[config.mk]
export PLATFORM = sky130hd
export DESIGN_NAME = vr_udp_tx_arbiter_flat
export DESIGN_NICKNAME = d
export VERILOG_FILES = /design/src/rtl/vr_udp_tx_arbiter_if.sv /design/src/rtl/vr_udp_tx_arbiter.sv /design/src/flat_wrapper.sv
export SDC_FILE = /design/constraint.sdc
export NUM_CORES = 1
export LEC_CHECK = 0
export ABC_AREA = 1
export CORE_AREA = 2 2 572 574
export DETAILED_ROUTE_END_ITERATION = 10
export DIE_AREA = 0 0 574 576
export GPL_TIMING_DRIVEN = 1
export SLEW_MARGIN = 20
export SYNTH_ARGS = -nofsm -noshare
export SYNTH_HDL_FRONTEND = slang
export SYNTH_SLANG_ARGS = --single-unit
export TNS_END_PERCENT = 5
[constraint.sdc]
create_clock -name clk -period 1.5 [get_ports clk]
set_clock_uncertainty 0.2 [all_clocks]
set_input_delay 0.3 -clock clk [delete_from_list [all_inputs] [get_ports clk]]
set_output_delay 0.3 -clock clk [all_outputs]
set_load 0.02 [all_outputs]
[src/rtl/vr_udp_tx_arbiter_if.sv]
// Bundle between the VR protocol engines, the TX arbiter and the UDP TX block.
// The master modport is the environment (engines plus UDP TX); the slave modport is the arbiter.
interface vr_udp_tx_arbiter_if #(
    parameter int unsigned NUM_SRC    = 3,
    parameter int unsigned META_W     = 96,
    parameter int unsigned DATA_W     = 256,
    parameter int unsigned PADBYTES_W = $clog2(DATA_W / 8),
    parameter int unsigned IDX_W      = $clog2(NUM_SRC)
);
    // Engine side, source i on slice i
    logic [NUM_SRC-1:0]            srcs_meta_val;
    logic [NUM_SRC*META_W-1:0]     srcs_meta;
    logic [NUM_SRC-1:0]            srcs_meta_rdy;
    logic [NUM_SRC-1:0]            srcs_data_val;
    logic [NUM_SRC*DATA_W-1:0]     srcs_data;
    logic [NUM_SRC-1:0]            srcs_data_last;
    logic [NUM_SRC*PADBYTES_W-1:0] srcs_data_padbytes;
    logic [NUM_SRC-1:0]            srcs_data_rdy;

    // UDP TX side
    logic                  arb_to_udp_meta_val;
    logic [META_W-1:0]     arb_to_udp_meta;
    logic                  udp_to_arb_meta_rdy;
    logic                  arb_to_udp_data_val;
    logic [DATA_W-1:0]     arb_to_udp_data;
    logic                  arb_to_udp_data_last;
    logic [PADBYTES_W-1:0] arb_to_udp_data_padbytes;
    logic                  udp_to_arb_data_rdy;

    // Status
    logic             arb_busy;
    logic [IDX_W-1:0] arb_grant_idx;

    modport master (
        output srcs_meta_val, srcs_meta, srcs_data_val, srcs_data, srcs_data_last,
               srcs_data_padbytes, udp_to_arb_meta_rdy, udp_to_arb_data_rdy,
        input  srcs_meta_rdy, srcs_data_rdy, arb_to_udp_meta_val, arb_to_udp_meta,
               arb_to_udp_data_val, arb_to_udp_data, arb_to_udp_data_last,
               arb_to_udp_data_padbytes, arb_busy, arb_grant_idx
    );

    modport slave (
        input  srcs_meta_val, srcs_meta, srcs_data_val, srcs_data, srcs_data_last,
               srcs_data_padbytes, udp_to_arb_meta_rdy, udp_to_arb_data_rdy,
        output srcs_meta_rdy, srcs_data_rdy, arb_to_udp_meta_val, arb_to_udp_meta,
               arb_to_udp_data_val, arb_to_udp_data, arb_to_udp_data_last,
               arb_to_udp_data_padbytes, arb_busy, arb_grant_idx
    );
endinterface

[src/rtl/vr_udp_tx_arbiter.sv]
// Round-robin arbiter sharing the UDP TX metadata/data path between VR protocol engines.
// A grant is held from metadata acceptance through the last data beat, so messages never interleave.
module vr_udp_tx_arbiter #(
    parameter int unsigned NUM_SRC    = 3,
    parameter int unsigned META_W     = 96,
    parameter int unsigned DATA_W     = 256,
    parameter int unsigned PADBYTES_W = $clog2(DATA_W / 8),
    parameter int unsigned IDX_W      = $clog2(NUM_SRC)
) (
    input logic                clk,
    input logic                rst,
    vr_udp_tx_arbiter_if.slave bus
);

    localparam logic [IDX_W-1:0] LastIdx = IDX_W'(NUM_SRC - 1);
    localparam logic [IDX_W:0]   NumSrcW = (IDX_W + 1)'(NUM_SRC);

    typedef enum logic [1:0] {StIdle, StMeta, StData} state_e;

    state_e           state_q, state_d;
    logic [IDX_W-1:0] grant_q, grant_d;
    logic [IDX_W-1:0] prio_q, prio_d;

    logic [META_W-1:0]     meta_arr [NUM_SRC];
    logic [DATA_W-1:0]     data_arr [NUM_SRC];
    logic [PADBYTES_W-1:0] pad_arr  [NUM_SRC];

    logic             pick_valid;
    logic [IDX_W-1:0] pick_idx;
    logic [IDX_W:0]   cand;
    logic             meta_val_sel;
    logic             data_val_sel;
    logic             meta_fire;
    logic             data_fire;

    always_comb begin
        for (int unsigned i = 0; i < NUM_SRC; i++) begin
            meta_arr[i] = bus.srcs_meta[i*META_W +: META_W];
            data_arr[i] = bus.srcs_data[i*DATA_W +: DATA_W];
            pad_arr[i]  = bus.srcs_data_padbytes[i*PADBYTES_W +: PADBYTES_W];
        end
    end

    // First requester searching upward from prio_q, wrapping past the last source.
    always_comb begin
        pick_valid = 1'b0;
        pick_idx   = '0;
        cand       = '0;
        for (int unsigned i = 0; i < NUM_SRC; i++) begin
            cand = {1'b0, prio_q} + (IDX_W + 1)'(i);
            if (cand >= NumSrcW) begin
                cand = cand - NumSrcW;
            end
            if (!pick_valid && bus.srcs_meta_val[cand[IDX_W-1:0]]) begin
                pick_valid = 1'b1;
                pick_idx   = cand[IDX_W-1:0];
            end
        end
    end

    assign meta_val_sel = bus.srcs_meta_val[grant_q];
    assign data_val_sel = bus.srcs_data_val[grant_q];
    assign meta_fire    = (state_q == StMeta) && meta_val_sel && bus.udp_to_arb_meta_rdy;
    assign data_fire    = (state_q == StData) && data_val_sel && bus.udp_to_arb_data_rdy;

    // Payloads always come from the grantee; only the val signals are qualified by state.
    assign bus.arb_to_udp_meta          = meta_arr[grant_q];
    assign bus.arb_to_udp_data          = data_arr[grant_q];
    assign bus.arb_to_udp_data_last     = bus.srcs_data_last[grant_q];
    assign bus.arb_to_udp_data_padbytes = pad_arr[grant_q];
    assign bus.arb_busy                 = (state_q != StIdle);
    assign bus.arb_grant_idx            = grant_q;

    always_comb begin
        state_d                 = state_q;
        grant_d                 = grant_q;
        prio_d                  = prio_q;
        bus.srcs_meta_rdy       = '0;
        bus.srcs_data_rdy       = '0;
        bus.arb_to_udp_meta_val = 1'b0;
        bus.arb_to_udp_data_val = 1'b0;

        unique case (state_q)
            StIdle: begin
                if (pick_valid) begin
                    grant_d = pick_idx;
                    state_d = StMeta;
                end
            end
            StMeta: begin
                bus.arb_to_udp_meta_val    = meta_val_sel;
                bus.srcs_meta_rdy[grant_q] = bus.udp_to_arb_meta_rdy;
                if (meta_fire) begin
                    state_d = StData;
                end
            end
            StData: begin
                bus.arb_to_udp_data_val    = data_val_sel;
                bus.srcs_data_rdy[grant_q] = bus.udp_to_arb_data_rdy;
                if (data_fire && bus.srcs_data_last[grant_q]) begin
                    state_d = StIdle;
                    prio_d  = (grant_q == LastIdx) ? '0 : grant_q + 1'b1;
                end
            end
            default: begin
                state_d = StIdle;
            end
        endcase
    end

    always_ff @(posedge clk) begin
        if (rst) begin
            state_q <= StIdle;
            grant_q <= '0;
            prio_q  <= '0;
        end else begin
            state_q <= state_d;
            grant_q <= grant_d;
            prio_q  <= prio_d;
        end
    end

endmodule

[src/flat_wrapper.sv]
// flat-port wrapper written by rule: the top's interface ports become plain ports
module vr_udp_tx_arbiter_flat 
#(
    parameter int unsigned NUM_SRC    = 3,
    parameter int unsigned META_W     = 96,
    parameter int unsigned DATA_W     = 256,
    parameter int unsigned PADBYTES_W = $clog2(DATA_W / 8),
    parameter int unsigned IDX_W      = $clog2(NUM_SRC)
)
  (clk, rst, bus_srcs_meta_val, bus_srcs_meta, bus_srcs_data_val, bus_srcs_data, bus_srcs_data_last, bus_srcs_data_padbytes, bus_udp_to_arb_meta_rdy, bus_udp_to_arb_data_rdy, bus_srcs_meta_rdy, bus_srcs_data_rdy, bus_arb_to_udp_meta_val, bus_arb_to_udp_meta, bus_arb_to_udp_data_val, bus_arb_to_udp_data, bus_arb_to_udp_data_last, bus_arb_to_udp_data_padbytes, bus_arb_busy, bus_arb_grant_idx);
  vr_udp_tx_arbiter_if #(.NUM_SRC(NUM_SRC), .META_W(META_W), .DATA_W(DATA_W), .PADBYTES_W(PADBYTES_W), .IDX_W(IDX_W)) bus_i ();
  input logic clk;
  input logic rst;
  input wire logic [$bits(bus_i.srcs_meta_val)-1:0] bus_srcs_meta_val;
  input wire logic [$bits(bus_i.srcs_meta)-1:0] bus_srcs_meta;
  input wire logic [$bits(bus_i.srcs_data_val)-1:0] bus_srcs_data_val;
  input wire logic [$bits(bus_i.srcs_data)-1:0] bus_srcs_data;
  input wire logic [$bits(bus_i.srcs_data_last)-1:0] bus_srcs_data_last;
  input wire logic [$bits(bus_i.srcs_data_padbytes)-1:0] bus_srcs_data_padbytes;
  input wire logic [$bits(bus_i.udp_to_arb_meta_rdy)-1:0] bus_udp_to_arb_meta_rdy;
  input wire logic [$bits(bus_i.udp_to_arb_data_rdy)-1:0] bus_udp_to_arb_data_rdy;
  output wire logic [$bits(bus_i.srcs_meta_rdy)-1:0] bus_srcs_meta_rdy;
  output wire logic [$bits(bus_i.srcs_data_rdy)-1:0] bus_srcs_data_rdy;
  output wire logic [$bits(bus_i.arb_to_udp_meta_val)-1:0] bus_arb_to_udp_meta_val;
  output wire logic [$bits(bus_i.arb_to_udp_meta)-1:0] bus_arb_to_udp_meta;
  output wire logic [$bits(bus_i.arb_to_udp_data_val)-1:0] bus_arb_to_udp_data_val;
  output wire logic [$bits(bus_i.arb_to_udp_data)-1:0] bus_arb_to_udp_data;
  output wire logic [$bits(bus_i.arb_to_udp_data_last)-1:0] bus_arb_to_udp_data_last;
  output wire logic [$bits(bus_i.arb_to_udp_data_padbytes)-1:0] bus_arb_to_udp_data_padbytes;
  output wire logic [$bits(bus_i.arb_busy)-1:0] bus_arb_busy;
  output wire logic [$bits(bus_i.arb_grant_idx)-1:0] bus_arb_grant_idx;
  assign bus_i.srcs_meta_val = bus_srcs_meta_val;
  assign bus_i.srcs_meta = bus_srcs_meta;
  assign bus_i.srcs_data_val = bus_srcs_data_val;
  assign bus_i.srcs_data = bus_srcs_data;
  assign bus_i.srcs_data_last = bus_srcs_data_last;
  assign bus_i.srcs_data_padbytes = bus_srcs_data_padbytes;
  assign bus_i.udp_to_arb_meta_rdy = bus_udp_to_arb_meta_rdy;
  assign bus_i.udp_to_arb_data_rdy = bus_udp_to_arb_data_rdy;
  assign bus_srcs_meta_rdy = bus_i.srcs_meta_rdy;
  assign bus_srcs_data_rdy = bus_i.srcs_data_rdy;
  assign bus_arb_to_udp_meta_val = bus_i.arb_to_udp_meta_val;
  assign bus_arb_to_udp_meta = bus_i.arb_to_udp_meta;
  assign bus_arb_to_udp_data_val = bus_i.arb_to_udp_data_val;
  assign bus_arb_to_udp_data = bus_i.arb_to_udp_data;
  assign bus_arb_to_udp_data_last = bus_i.arb_to_udp_data_last;
  assign bus_arb_to_udp_data_padbytes = bus_i.arb_to_udp_data_padbytes;
  assign bus_arb_busy = bus_i.arb_busy;
  assign bus_arb_grant_idx = bus_i.arb_grant_idx;
  vr_udp_tx_arbiter #(.NUM_SRC(NUM_SRC), .META_W(META_W), .DATA_W(DATA_W), .PADBYTES_W(PADBYTES_W), .IDX_W(IDX_W)) u_core (.clk(clk), .rst(rst), .bus(bus_i));
endmodule
---- After elaboration in Yosys (flattened, before gate mapping) ----
Cells that the tools add are included.
storage, ports and cells
  flip-flop bits (word level) ............. 6
  input port bits ......................... 1084
  output and inout bits ................... 369
  logic and storage cells ................. 83
operators by class
  add/subtract/negate cells ............... 6
  magnitude comparators ................... 9
  equality and inequality tests ........... 6
  multiplexer cells ....................... 41
  bitwise operators ....................... 3
  reductions and logical operators ........ 15
operator list
  operator                                                     number
  binary-select mux 256 bit (select 2 bit)                     1
  2-to-1 mux 256 bit                                           2
  binary-select mux 96 bit (select 2 bit)                      1
  2-to-1 mux 96 bit                                            2
  2-to-1 mux 2 bit                                             10
  binary-select mux 1 bit (select 2 bit)                       6
  less-than comparator 2 x 3 -> 1 bit (second input constant)  4
  2-to-1 mux 1 bit                                             12
  binary-select mux 5 bit (select 2 bit)                       1
  2-to-1 mux 5 bit                                             2
  logical AND 1 bit                                            8
  bitwise AND 3 bit                                            2
  >= comparator 3 x 2 -> 1 bit (second input constant)         2
  2-to-1 mux 3 bit                                             2
  case mux 2 bit (3 select lines)                              1
  subtractor 2 bit (second input constant)                     3
  equality test 2 bit (second input constant)                  2
  inequality test 2 x 1 -> 1 bit (second input constant)       2
  AND reduction 2 bit                                          2
  adder 2 x 1 -> 3 bit (second input constant)                 1
  adder 2 x 2 -> 3 bit (second input constant)                 1
  >= comparator 3 bit (second input constant)                  1
  inverter 2 -> 3 bit                                          1
  AND reduction 3 bit                                          1
  other kinds (9)                                              10

---- Longest topological paths before layout ----
  depth after elaboration ................. 13
  mapped depth ............................ 12
  depth with buffers taken out ............ 12

---- Worst setup path before layout ----
OpenSTA, ideal clock, no wires.
  kind .................................... flip-flop to output port
  start ................................... register u_core.grant_q[0] (netlist: u_core.bus.arb_grant_idx[0])
  end ..................................... output port bus_arb_to_udp_data[100]
  arrival time ............................ 1.405 ns
  required time ........................... 1.000 ns
  setup slack ............................. -0.405 ns
  stages on the path, launching flop included .. 7
  buffers on the path ..................... 2
  cell sequence ........................... dfxtp_1 inv_2 nor2_4 clkbuf_1 buf_2 a22oi_1 nand2_1
on the way
  word-level cells in the longest chain between the ends .. 4
ends and longest elaborated chain
  what                                                   RTL line                  text
  from (decl)                                            vr_udp_tx_arbiter.sv:21   logic [IDX_W-1:0] grant_q, grant_d;
  from (signal assigned)                                 vr_udp_tx_arbiter.sv:118  grant_q <= grant_d;
  inverter 2 -> 3 bit (not written as such)              vr_udp_tx_arbiter.sv:68   assign bus.arb_to_udp_data = data_arr[grant_q];
  binary-select mux 256 bit (select 2 bit)               vr_udp_tx_arbiter.sv:68
  2-to-1 mux 256 bit (not written as such) (2 in a row)  vr_udp_tx_arbiter.sv:68
  to (decl)                                              flat_wrapper.sv:27        output wire logic [$bits(bus_i.arb_to_udp_data)-1:0] bus_arb_to_udp_data;
No other way between the ends. The select of a mux whose other input is x is not followed.

---- Worst setup path in the final report ----
  start ................................... register u_core.grant_q[1] (netlist: u_core.bus.arb_grant_idx[1])
  end ..................................... output port bus_arb_to_udp_data[26]
Same word-level chain as after synthesis.

==> impl_metrics.tcl <==
set metrics [dict create \
    outcome "finished, violations left" \
    violations "negative setup slack" \
    yosys.area.top_type "nand2_1" \
    synthCells 1303 \
    ys_ff_latch 6 \
    synthSimpleGateAreaFrac 0.454 \
    relSlewSlack 0.641 \
    start_kind "register" \
    ctsHoldBuffers 0 \
    vias_per_cell 2.66 \
    post_drt_wl_per_cell_um 42.2 \
    synthToLayoutAreaGrowth_pct 417 \
    crit_chain "nor2_4 > buf_12 > buf_16 > buf_16 > buf_12 > a22oi_2 > nand2_2 > buf_12" \
    wirelength_mm 311 \
    drive_above_1_share 0.351 \
    drc 0 \
    end_kind "output port" \
    synthAdderAreaFrac 0.00765 \
    clkLatencyLatePin_ns 0.23 \
    grt_start_max_net_pins 53 \
    min_to "u_core.prio_q[0]" \
    avgSynthCellArea_sq_um 5.02 \
    slew_viol_final 0 \
    rrSetupSlack_ns -0.58 \
    synth_top_area_share 0.430 \
    critPathKind "reg2out" \
    fin_crit_ns 2.43 \
    r2r-start "u_core.bus.arb_grant_idx[0]" \
    core_sq_mm 0.325 \
    clockBufferDepth 2 \
    worstRegToRegCells 13 \
    p_int_mw 13.7 \
    finalSetupViolCount 375 \
    setup_slack_ns -0.932 \
    syn_area_sq_mm 0.00654 \
    synth_xor_area_frac 0 \
    worst_ep_required_time_ns 1.00 \
    hp-class "reg2reg" \
    synth_area_leaders "nand2_1 43%, a22oi_1 41%, buf_2 8.3%" \
    cts_sinks 6 \
    synth_compound_area_frac 0.418 \
    numCtsBuffers 3 \
    drv_cap 0 \
    rows 210 \
    slowest_stage "dfxtp_4" \
    rsz0062_at_grt "true" \
    drtIter0Drc 1493 \
    worst_slew_pin_slew_ns 0.537 \
    whs_path_depth 3 \
    fp.dieW_um 574 \
    power_leakage_nw 12.2 \
    detail-route-antenna-nets 0 \
    grt_pass1_wl_mm 347 \
    synth_top_family_by_area "simple AND/OR/NAND/NOR gates" \
    num_vias 19500 \
    clockPowerShare 0.016 \
    hp-start "u_core.prio_q[0]" \
    power_mw 29.1 \
    path_clk_slew_ns 0.04 \
    yosysUniqueCellTypes 17 \
    hpwl_mm 291 \
    powerDensity_mw_per_mm2 860 \
    ir_drop_v 0.000366 \
    portBuffers 1452 \
    r2r_end "u_core.state_q[1]" \
    overflow 0 \
    ys_seq_area_frac 0.0184 \
    clock_tree.htree_level_count 1 \
    p_seq_frac 0.007 \
    io_pins 1453 \
    nets 3955 \
    yosys_warnings 0 \
    period_share 1.62 \
    fmax_mhz 411 \
    max_stage_delay_ns 0.39 \
    dieArea_sq_mm 0.331 \
    syn_nets 2391 \
    cp_data_arrival_time_ns 1.93 \
    gp_congestion 1.02 \
    path_common_cell "buf_12" \
    tritoncts "yes" \
    clk_root_buffer_cell "clkbuf_16" \
    initial_core_util 0.0201 \
    drtPass1Iterations 6 \
    grt_usage 0.179 \
    die_y_um 576 \
    path_max_fanout 9 \
    switchingPower_mw 15.3 \
    combPwrFrac 0.977 \
    hold_viol 0 \
    antenna_found_initial 466 \
    synthMuxAreaShare 0 \
    grt_pass1_vias 17900 \
    final_util 0.104 \
    swShare 0.528 \
]
## state kept, by name, summed over array words and instances (netlist names)
signal and cells:
u_core.bus.arb_grant_idx 2, u_core.prio_q 2, u_core.state_q 2
## power by group through the flow
stage	clock [mW]	combinational, mW	sequential [mW]
global placement	0	26.6	0.199
CTS	0.462	28.2	0.197
detailed placement	0	26.5	0.200
finish	0.456	28.4	0.199
global route	0.476	29.6	0.200
floorplan	0	6.63	0.205
## kinds of logic (layout without fill, tap and decap cells)
| group | Yosys count | count (layout) |
|---|---|---|
| other cells | 0 | 148 |
| fa+ha+maj | 4 | 4 |
| simple gates | 783 | 783 |
| flops | 6 | 6 |
| buf+inv | 142 | 1705 |
| compound gates | 368 | 368 |
## critical path: cells and delay by family, from the launching register on
family	cells	cell delay, ns
buf+inv	5	0.79
compound gates	1	0.29
simple gates	2	0.18
flops	1	0.39
## cell usage in the layout, fill, tap and decap left out, types with 4 or more instances in the layout
master | netlist | routed
nor2_4 | 1 | 8
dfxtp_1 | 6 | 4
clkbuf_2 | 0 | 12
buf_8 | 0 | 16
inv_1 | 23 | 18
a22oi_1 | 355 | 254
buf_2 | 108 | 9
clkbuf_16 | 0 | 11
a22oi_2 | 0 | 101
nand2_2 | 0 | 239
o21ai_0 | 7 | 7
nand2_4 | 0 | 51
nor2_1 | 18 | 12
buf_6 | 0 | 64
buf_12 | 0 | 325
nand2_1 | 749 | 459
clkdlybuf4s50_1 | 0 | 1083
diode_2 | 0 | 148
inv_2 | 2 | 5
ha_1 | 4 | 4
buf_16 | 0 | 25
buf_4 | 0 | 130
nand3_1 | 11 | 8
## final cells by class
class                   instances  area, sq um
well taps                    4346         5440
fillers                     37800       291000
inverters                      25          109
diodes                        148          370
repair buffers               1676        20400
clock buffers                   4         78.8
flip-flops and latches          6          128
multi-input cells            1155         7320
## cells in the mapped netlist
cell      instances
a22oi_1         355
a21oi_1           2
nand4_1           2
inv_1            23
clkbuf_1          9
nor2_1           18
inv_2             2
nand3_1          11
nand2_1         749
o211ai_1          1
ha_1              4
o21ai_1           3
dfxtp_1           6
nor2_4            1
o21ai_0           7
buf_2           108
nor2_2            2
## layer usage
| layer | vias up | share of wire | routed length, um | track usage |
|---|---|---|---|---|
| li1 | 7878 | - | - | - |
| met1 | 8754 | 0.37 | 116000 | 0.196 |
| met2 | 1822 | 0.40 | 125000 | 0.259 |
| met3 | 758 | 0.18 | 57200 | 0.150 |
| met4 | 334 | 0.034 | 10400 | 0.0388 |
| met5 | - | 0.0070 | 2190 | 0.00674 |
## metrics by stage
stage / setup slack, ns / hold WS [ns] / setup TNS [ns] / area (sq um) / cells
3_5_place_dp: -1.14 / 0.415 / -247.00 / 30600 / 7149
3_3_place_gp: -1.12 / 0.430 / -250.12 / 30600 / 7149
2_1_floorplan: -0.208 / 0.169 / -66.99 / 6850 / 1303
6_report: -0.932 / 0.430 / -286.27 / 33800 / 7360
4_1_cts: -0.967 / 0.431 / -301.11 / 32400 / 7188
5_1_grt: -0.996 / 0.481 / -310.99 / 33600 / 7265
## worst max-delay path by stage
stage	start	endpoint	slack [ns]	cells past startpoint
2_1_floorplan	u_core.bus.arb_grant_idx[0]	bus_arb_to_udp_data[156]	-0.21	6
6_report	u_core.bus.arb_grant_idx[1]	bus_arb_to_udp_data[26]	-0.93	8
5_1_grt	u_core.bus.arb_grant_idx[0]	bus_arb_to_udp_data[140]	-1.0	9
3_3_place_gp	u_core.bus.arb_grant_idx[1]	bus_arb_to_udp_data[177]	-1.12	6
3_5_place_dp	u_core.bus.arb_grant_idx[0]	bus_arb_to_udp_data[177]	-1.14	6
4_1_cts	u_core.bus.arb_grant_idx[0]	bus_arb_to_udp_data[141]	-0.97	9
## timing repair
item                                    4_1_cts  5_1_grt
buffers inserted                             25       16
pin swaps                                    20       26
endpoints found under the setup margin      373      375
gates cloned                                 11        8
resized for setup                           399      273
Note: power is estimated with default switching activity, not from simulation.
